### config.mk
export PLATFORM = sky130hd
export DESIGN_NAME = pipe_stage_reg_flat
export DESIGN_NICKNAME = d
export VERILOG_FILES = /design/src/rtl/pipe_stage_reg_pkg.sv /design/src/rtl/pipe_stage_reg_if.sv /design/src/rtl/pipe_sat_cnt.sv /design/src/rtl/pipe_stage_reg.sv /design/src/flat_wrapper.sv
export SDC_FILE = /design/constraint.sdc
export NUM_CORES = 1
export LEC_CHECK = 0
export ABC_AREA = 1
export CAP_MARGIN = 20
export CORE_ASPECT_RATIO = 1.75
export CORE_MARGIN = 4
export CORE_UTILIZATION = 49
export CTS_CLUSTER_DIAMETER = 30
export DETAILED_ROUTE_END_ITERATION = 7
export HOLD_SLACK_MARGIN = 0.15
export PLACE_DENSITY = 0.79
export SETUP_SLACK_MARGIN = 0.4
export SYNTH_ARGS = -nofsm -noshare
export SYNTH_HDL_FRONTEND = slang
export SYNTH_SLANG_ARGS = --single-unit
### constraint.sdc
create_clock -name clk -period 3.6 [get_ports clk]
set_input_delay 1.08 -clock clk [delete_from_list [all_inputs] [get_ports clk]]
set_output_delay 1.08 -clock clk [all_outputs]
set_load 0.005 [all_outputs]
### src/rtl/pipe_stage_reg_pkg.sv
// Shared definitions for the pipeline boundary register: state encodings,
// the default stall-counter width and an occupancy decode helper.
package pipe_stage_reg_pkg;

    typedef enum logic [1:0] {
        STG_EMPTY     = 2'b00,
        STG_FULL      = 2'b01,
        STG_SKID_FULL = 2'b10
    } stg_state_e;

    localparam int STG_CNT_W = 16;

    function automatic logic [1:0] stg_occ(stg_state_e st);
        case (st)
            STG_FULL:      return 2'd1;
            STG_SKID_FULL: return 2'd2;
            default:       return 2'd0;
        endcase
    endfunction

endpackage

### src/rtl/pipe_stage_reg_if.sv
// Valid/ready/data handshake bundle for one side of a pipeline boundary.
// The producer uses the master modport, the consumer the slave modport.
interface pipe_stage_reg_if #(
    parameter int DATA_W = 32
) ();

    logic              valid;
    logic              ready;
    logic [DATA_W-1:0] data;

    modport master (output valid, output data, input ready);
    modport slave  (input valid, input data, output ready);

endinterface

### src/rtl/pipe_sat_cnt.sv
// Saturating up-counter with synchronous clear; used for stall and
// per-stage performance counters.
module pipe_sat_cnt #(
    parameter int CNT_W = 16
) (
    input  logic             clk,
    input  logic             clr,
    input  logic             inc,
    output logic [CNT_W-1:0] cnt_o
);

    logic [CNT_W-1:0] cnt_p1;

    function automatic logic [CNT_W-1:0] sat_inc(logic [CNT_W-1:0] v);
        if (v == {CNT_W{1'b1}}) begin
            return v;
        end
        return v + 1'b1;
    endfunction

    always_ff @(posedge clk) begin
        if (clr) begin
            cnt_p1 <= '0;
        end else if (inc) begin
            cnt_p1 <= sat_inc(cnt_p1);
        end
    end

    assign cnt_o = cnt_p1;

endmodule

### src/rtl/pipe_stage_reg.sv
// Pipeline boundary register with valid/ready handshake, flush and an optional
// 2-entry skid buffer that keeps up_ready free of any path from dn.ready.
module pipe_stage_reg
    import pipe_stage_reg_pkg::*;
#(
    parameter int DATA_W = 32,
    parameter int SKID   = 1,
    parameter int CNT_W  = STG_CNT_W
) (
    input  logic                 clk,
    input  logic                 rst,
    input  logic                 flush_i,
    pipe_stage_reg_if.slave      up,
    pipe_stage_reg_if.master     dn,
    output logic [1:0]           occ_o,
    output logic [CNT_W-1:0]     stall_cnt_o
);

    stg_state_e        state_p1, state_nx;
    logic [DATA_W-1:0] main_p1, main_nx;
    logic [1:0]        occ_p1;
    logic              vld_p1;
    logic              up_ready;
    logic              fire_in;
    logic              fire_out;

    assign vld_p1   = (state_p1 != STG_EMPTY);
    assign fire_in  = up.valid & up_ready;
    assign fire_out = vld_p1 & dn.ready;

    generate
        if (SKID != 0) begin : g_skid
            logic [DATA_W-1:0] skid_p1, skid_nx;
            logic              rdy_p1;

            always_comb begin
                state_nx = state_p1;
                main_nx  = main_p1;
                skid_nx  = skid_p1;
                if (flush_i) begin
                    state_nx = STG_EMPTY;
                end else begin
                    case (state_p1)
                        STG_EMPTY: begin
                            if (fire_in) begin
                                state_nx = STG_FULL;
                                main_nx  = up.data;
                            end
                        end
                        STG_FULL: begin
                            if (fire_in && fire_out) begin
                                main_nx = up.data;
                            end else if (fire_in) begin
                                state_nx = STG_SKID_FULL;
                                skid_nx  = up.data;
                            end else if (fire_out) begin
                                state_nx = STG_EMPTY;
                            end
                        end
                        STG_SKID_FULL: begin
                            if (fire_out) begin
                                state_nx = STG_FULL;
                                main_nx  = skid_p1;
                            end
                        end
                        default: state_nx = STG_EMPTY;
                    endcase
                end
            end

            // p0 -> p1: ready is registered from the next state, rst only gates it
            always_ff @(posedge clk) begin
                if (rst) begin
                    state_p1 <= STG_EMPTY;
                    main_p1  <= '0;
                    rdy_p1   <= 1'b1;
                end else begin
                    state_p1 <= state_nx;
                    main_p1  <= main_nx;
                    rdy_p1   <= (state_nx != STG_SKID_FULL);
                end
            end

            always_ff @(posedge clk) begin
                skid_p1 <= skid_nx;
            end

            assign up_ready = rdy_p1 & ~rst;
        end else begin : g_single
            always_comb begin
                state_nx = state_p1;
                main_nx  = main_p1;
                if (flush_i) begin
                    state_nx = STG_EMPTY;
                end else if (fire_in) begin
                    state_nx = STG_FULL;
                    main_nx  = up.data;
                end else if (fire_out) begin
                    state_nx = STG_EMPTY;
                end
            end

            // p0 -> p1: single entry, ready follows dn.ready combinationally
            always_ff @(posedge clk) begin
                if (rst) begin
                    state_p1 <= STG_EMPTY;
                    main_p1  <= '0;
                end else begin
                    state_p1 <= state_nx;
                    main_p1  <= main_nx;
                end
            end

            assign up_ready = ~rst & (~vld_p1 | dn.ready);
        end
    endgenerate

    always_ff @(posedge clk) begin
        if (rst) begin
            occ_p1 <= 2'd0;
        end else begin
            occ_p1 <= stg_occ(state_nx);
        end
    end

    pipe_sat_cnt #(
        .CNT_W (CNT_W)
    ) u_stall_cnt (
        .clk   (clk),
        .clr   (rst),
        .inc   (vld_p1 & ~dn.ready & ~flush_i),
        .cnt_o (stall_cnt_o)
    );

    assign up.ready = up_ready;
    assign dn.valid = vld_p1;
    assign dn.data  = main_p1;
    assign occ_o    = occ_p1;

endmodule

### src/flat_wrapper.sv
// flat-port wrapper written by rule: the top's interface ports become plain ports
module pipe_stage_reg_flat import pipe_stage_reg_pkg::*;
#(
    parameter int DATA_W = 32,
    parameter int SKID   = 1,
    parameter int CNT_W  = STG_CNT_W
)
  (clk, rst, flush_i, occ_o, stall_cnt_o, up_valid, up_data, up_ready, dn_valid, dn_data, dn_ready);
  pipe_stage_reg_if #(.DATA_W(DATA_W)) up_i ();
  pipe_stage_reg_if #(.DATA_W(DATA_W)) dn_i ();
  input  logic clk;
  input  logic rst;
  input  logic flush_i;
  output logic [1:0] occ_o;
  output logic [CNT_W-1:0] stall_cnt_o;
  input wire logic [$bits(up_i.valid)-1:0] up_valid;
  input wire logic [$bits(up_i.data)-1:0] up_data;
  output wire logic [$bits(up_i.ready)-1:0] up_ready;
  output wire logic [$bits(dn_i.valid)-1:0] dn_valid;
  output wire logic [$bits(dn_i.data)-1:0] dn_data;
  input wire logic [$bits(dn_i.ready)-1:0] dn_ready;
  assign up_i.valid = up_valid;
  assign up_i.data = up_data;
  assign up_ready = up_i.ready;
  assign dn_valid = dn_i.valid;
  assign dn_data = dn_i.data;
  assign dn_i.ready = dn_ready;
  pipe_stage_reg #(.DATA_W(DATA_W), .SKID(SKID), .CNT_W(CNT_W)) u_core (.clk(clk), .rst(rst), .flush_i(flush_i), .up(up_i), .dn(dn_i), .occ_o(occ_o), .stall_cnt_o(stall_cnt_o));
endmodule
# == Word-level counts from Yosys, hierarchy flattened ==
# Cells that the tools add are included.
# word_totals
wordCells,49
inputBits,37
ff_bits,85
# classes
n_addsub,1
n_reduce_logical,7
eq_ne,10
muxes,16
bitwise,9
# ops
op,count
$mux W32,3
$pmux W32 S3,1
$add A16 B1 Y16 const B,1
$eq A16 B16 Y1 const B,1
$mux W16,1
$mux W2,6
$ne A2 B1 Y1 const B,3
$pmux W2 S3,1
$and A1 B1 Y1,5
$reduce_and A5 Y1,1
$eq A2 B1 Y1 const B,2
$eq A2 B2 Y1 const B,2
$ne A2 B2 Y1 const B,2
$not A1 Y1,4
$pmux W2 S2,1
$reduce_and A4 Y1,1
$mux W1,3
$reduce_bool A3 Y1,1
$logic_not A2 Y1,1
$reduce_and A2 Y1,1
$reduce_bool A2 Y1,1
$logic_and A1 B1 Y1,1

# == Logic depth before layout (Yosys ltp) ==
# logic_depth
depth_word,9
depth_mapped,9
mapped_depth_nobuf,9

# == Cells and area by module ==
# A second synthesis with hierarchy kept.
# unflattened
cells_unflattened,513
area_unflattened_um2,3851.2
# by_module_without_submodules
module,n_inst,cells_each,area_each_um2,seq_area_each_um2
pipe_stage_reg,1,367,2872.8,1701.6
pipe_sat_cnt,1,146,978.4,320.3

# == Worst setup path before layout ==
# Ideal clock, no wire load.
# synth_path
path_type,input to register
from,in rst
to,"reg u_core.g_skid.skid_p1[0], enable pin"
path_buffers,0
cell_stages,3
setup_ns,0.421
slack_ns,0.491
t_arrival_ns,2.688
cell_sequence,nor2_2 > nand3_1 > nor2_1
# synth_between
elab_chain_cells,6
# synth_lines
item,line_no,source
start: declaration,flat_wrapper.sv:12,input logic rst;
$not A1 Y1 (*),pipe_stage_reg.sv:88,assign up_ready = rdy_p1 & ~rst;
$and A1 B1 Y1 (*),pipe_stage_reg.sv:88,
$and A1 B1 Y1 (*),pipe_stage_reg.sv:28,assign fire_in = up.valid & up_ready;
$logic_and A1 B1 Y1,pipe_stage_reg.sv:51,if (fire_in && fire_out) begin
$not A1 Y1 (no line),--,
$reduce_and A4 Y1 (no line) (*),--,
end signal: assignment,pipe_stage_reg.sv:85,skid_p1 <= skid_nx;
end: declaration,pipe_stage_reg.sv:33,"logic [DATA_W-1:0] skid_p1, skid_nx;"
# Mark *: on every way between the ends. The rest lies on a longest branch, timed or not.
# A chain may end at the register's enable or synchronous reset.

# == Worst setup path in the final report ==
# layout_path
from,in rst
to,out up_ready
# layout_between
elab_chain_cells,2
# layout_lines
item,line_no,source
$not A1 Y1,pipe_stage_reg.sv:88,
$and A1 B1 Y1,pipe_stage_reg.sv:88,
end: declaration,flat_wrapper.sv:18,output wire logic [$bits(up_i.ready)-1:0] up_ready;
# No other way between the ends.

==> flow_metrics.env <==
export IMPL_status="completed"
export IMPL_synthAdderAreaFrac_pct=0.339
export IMPL_internal_power_mw=1.62
export IMPL_io_buffers=88
export IMPL_synth_compound_area_share_pct=7.77
export IMPL_clockRootBuffer="clkbuf_16"
export IMPL_design_area_sq_mm=0.00489
export IMPL_synth_edff_count=32
export IMPL_grt_use_met3_pct=5.41
export IMPL_drcViolationCount=0
export IMPL_path_cells="clkdlybuf4s50_1 -> nor2_2 -> dlygate4sd2_1"
export IMPL_drive_gt1_share_pct=8.33
export IMPL_dpl_cell_area_sq_mm=0.00461
export IMPL_post_cts_resized=1
export IMPL_worst_pin_slew_ns=0.609
export IMPL_dpl_cell_count=622
export IMPL_muxShareOfSynthArea_pct=0
export IMPL_crit_path_end_kind="primary output"
export IMPL_areaGrowthSynthToFinish_pct=32.5
export IMPL_synth_area_sq_mm=0.00369
export IMPL_ir_drop_uv=343
export IMPL_grt_setup_unrepaired="no"
export IMPL_post_layout_nonfiller_instances=638
export IMPL_synthSimpleGateAreaFrac_pct=30.2
export IMPL_period_needed_ns=3.04
export IMPL_nNetsFinal=585
export IMPL_crit_buf_inv=2
export IMPL_leakage_nw=1.92
export IMPL_globalRouteMet2Util_pct=36.7
export IMPL_cp_required_ns=2.52
export IMPL_regToRegStartpoint="u_core.u_stall_cnt.cnt_o[0]"
export IMPL_initial_core_util_pct=50.7
export IMPL_cp_max_fo=3
export IMPL_max_freq_mhz=329
export IMPL_synthTopCellsByArea="dfxtp_1, edfxtp_1, nand2_1"
export IMPL_slew_limit_headroom_pct=59.4
export IMPL_cts_sinks=85
export IMPL_setup_tns_ns=0
export IMPL_hp_class="reg -> reg"
export IMPL_cellPowerDensity_mw_per_mm2=419
export IMPL_antenna_found_initial=0
export IMPL_synth_top_family_by_area="simple AND/OR/NAND/NOR gates"
export IMPL_synth_area_leader_cell="dfxtp_1"
export IMPL_worstHoldStart="u_core.dn.data[10]"
export IMPL_clk_pin_slew_worst_paths_ns=0.06
export IMPL_ys_types=29
export IMPL_grt_max_degree=35
export IMPL_cap_violations=0
export IMPL_synth_top_cell_area_share_pct=28.8
export IMPL_timing_final_crit_share_pct=84.6
export IMPL_slowest_delay_ns=0.46
export IMPL_worst_endpoint_arrival_ns=1.96
export IMPL_wl_um=8640
export IMPL_gr_total_overflow=0
export IMPL_setup_viol=0
export IMPL_path_class="in -> out"
export IMPL_clk_path_buf_depth=2
export IMPL_grt_usage_pct=20.4
export IMPL_met1_usage_pct=21.1
export IMPL_layout_common_cells="nand2_1, nor2_1, clkdlybuf4s50_1"
export IMPL_core_area_sq_mm=0.00728
export IMPL_startpoint="rst"
export IMPL_cts_tree="done"
export IMPL_swShare_pct=20.9
export IMPL_ant_nets=0
export IMPL_postCtsSetupBuffers=0
export IMPL_drtIter0Drc=142
export IMPL_synthesis_instances=462
export IMPL_synthArstFlopShare_pct=0
export IMPL_cpLargestDelayFamily="buffers and inverters"
export IMPL_pwr_share_clk_pct=41.6
export IMPL_synthXorXnorAreaFrac_pct=1.19
export IMPL_synth_warning_count=0
export IMPL_top_usage_layer="met2"
export IMPL_cts_hold_fix_buffers=0
export IMPL_ys_seq_area_share_pct=54.8
export IMPL_grt_first_pass_wirelength_um=14100
export IMPL_ys_seq_elements=85
export IMPL_h_tree_depth=3
export IMPL_post_route_util_pct=67.1
export IMPL_combPwrFrac_pct=8.2
export IMPL_ys_flop_type="dfxtp_1"
export IMPL_slew_viol_final=0
export IMPL_syn_num_nets=500
export IMPL_clk_latency_ns=0.34
export IMPL_avgRoutedWirePerCell_um=13.5
export IMPL_skew_ns=0.0109
export IMPL_syn_area_per_cell_sq_um=7.99
export IMPL_pwr_share_seq_pct=50.3
export IMPL_vias=3230
export IMPL_dieArea_sq_mm=0.00904
export IMPL_cp_slowest_cell="clkdlybuf4s50_1"
export IMPL_grt_pass1_vias=3083
export IMPL_finalHoldViolCount=0
export IMPL_gp_congestion=0.870
export IMPL_ios=89
export IMPL_drt_pass1_iter_count=5
export IMPL_mostFrequentLayoutCell="nand2_1"
export IMPL_die_y_um=123
export IMPL_antenna_cells=0
export IMPL_cts_buffers=9
export IMPL_dp_hpwl_um=6060
export IMPL_start_kind="input pin"
export IMPL_p_sw_mw=0.429
export IMPL_vias_per_cell=5.06
export IMPL_row_count=41
export IMPL_die_x_um=73.6
[power by group through the flow]
stage	clock network [mW]	registers [mW]	logic [mW]
floorplan	0	1.05	0.0670
global placement	0	1.05	0.166
detailed placement	0	1.05	0.170
CTS	0.871	1.03	0.170
global route	0.912	1.03	0.187
finish	0.851	1.03	0.168
[synth_stat cells, types with 5 or more instances]
cell and instances:
nand2_1 152, dfxtp_1 53, nand3_1 12, a21oi_1 5
o21ai_0 33, inv_1 20, buf_2 7, clkbuf_1 6
nor2_1 91, nor2_2 6, edfxtp_1 32, inv_2 6
a21oi_2 9
[layout make-up]
type,instances,area (sq um)
Tap cell,86,108
Fill cell,637,2400
Sequential cell,85,2020
Inverter,27,101
Clock inverter,1,7.51
Multi-Input combinational cell,331,1460
Timing Repair Buffer,93,917
Clock buffer,15,268
[routing by layer]
metal	part of all wire (%)	routed length (um)
met3	5.2	451
met5	0	0
met1	38	3250
met4	3.1	271
met2	54	4670
[stage by stage]
step | setup slack [ns] | hold slack [ns] | total power [mW]
after floorplan | 0.491 | 0.477 | 1.12
after global routing | 0.501 | 0.506 | 2.13
after global placement | 0.277 | 0.464 | 1.22
after CTS | 0.547 | 0.486 | 2.07
after detailed placement | 0.282 | 0.472 | 1.22
final | 0.556 | 0.478 | 2.05
[worst min-delay path, cell delays in order, from the launching register on]
cell and delay (ns):
dfxtp_1 0.32, nor2_1 0.05, nor2_1 0.08
[registers in the layout, summed over array words and instances, names as in the netlist]
signal                    flops
u_core.dn.data               32
u_core.g_skid.skid_p1        32
u_core.u_stall_cnt.cnt_o     16
u_core.occ_o                  2
u_core.state_p1               2
u_core.g_skid.rdy_p1          1
[cells by family (layout without fill, tap and decap cells)]
kind of cell	after synthesis	in the layout
AND/OR/NAND/NOR	275	275
flip-flops	85	85
AO/OA/AOI/OAI	50	50
buffers and inverters	46	136
XOR/XNOR	5	5
adder cells (fa/ha/maj)	1	1
[worst paths after layout]
path	endpoint	slack [ns]	depth (start not counted)
setup / recovery	up_ready	0.56	3
setup reg to reg	u_core.u_stall_cnt.cnt_o[13]	1.91	9
hold / removal	u_core.dn.data[10]	0.48	2
hold reg to reg	u_core.dn.data[10]	0.48	2
Power figures use the tool's default switching activity.
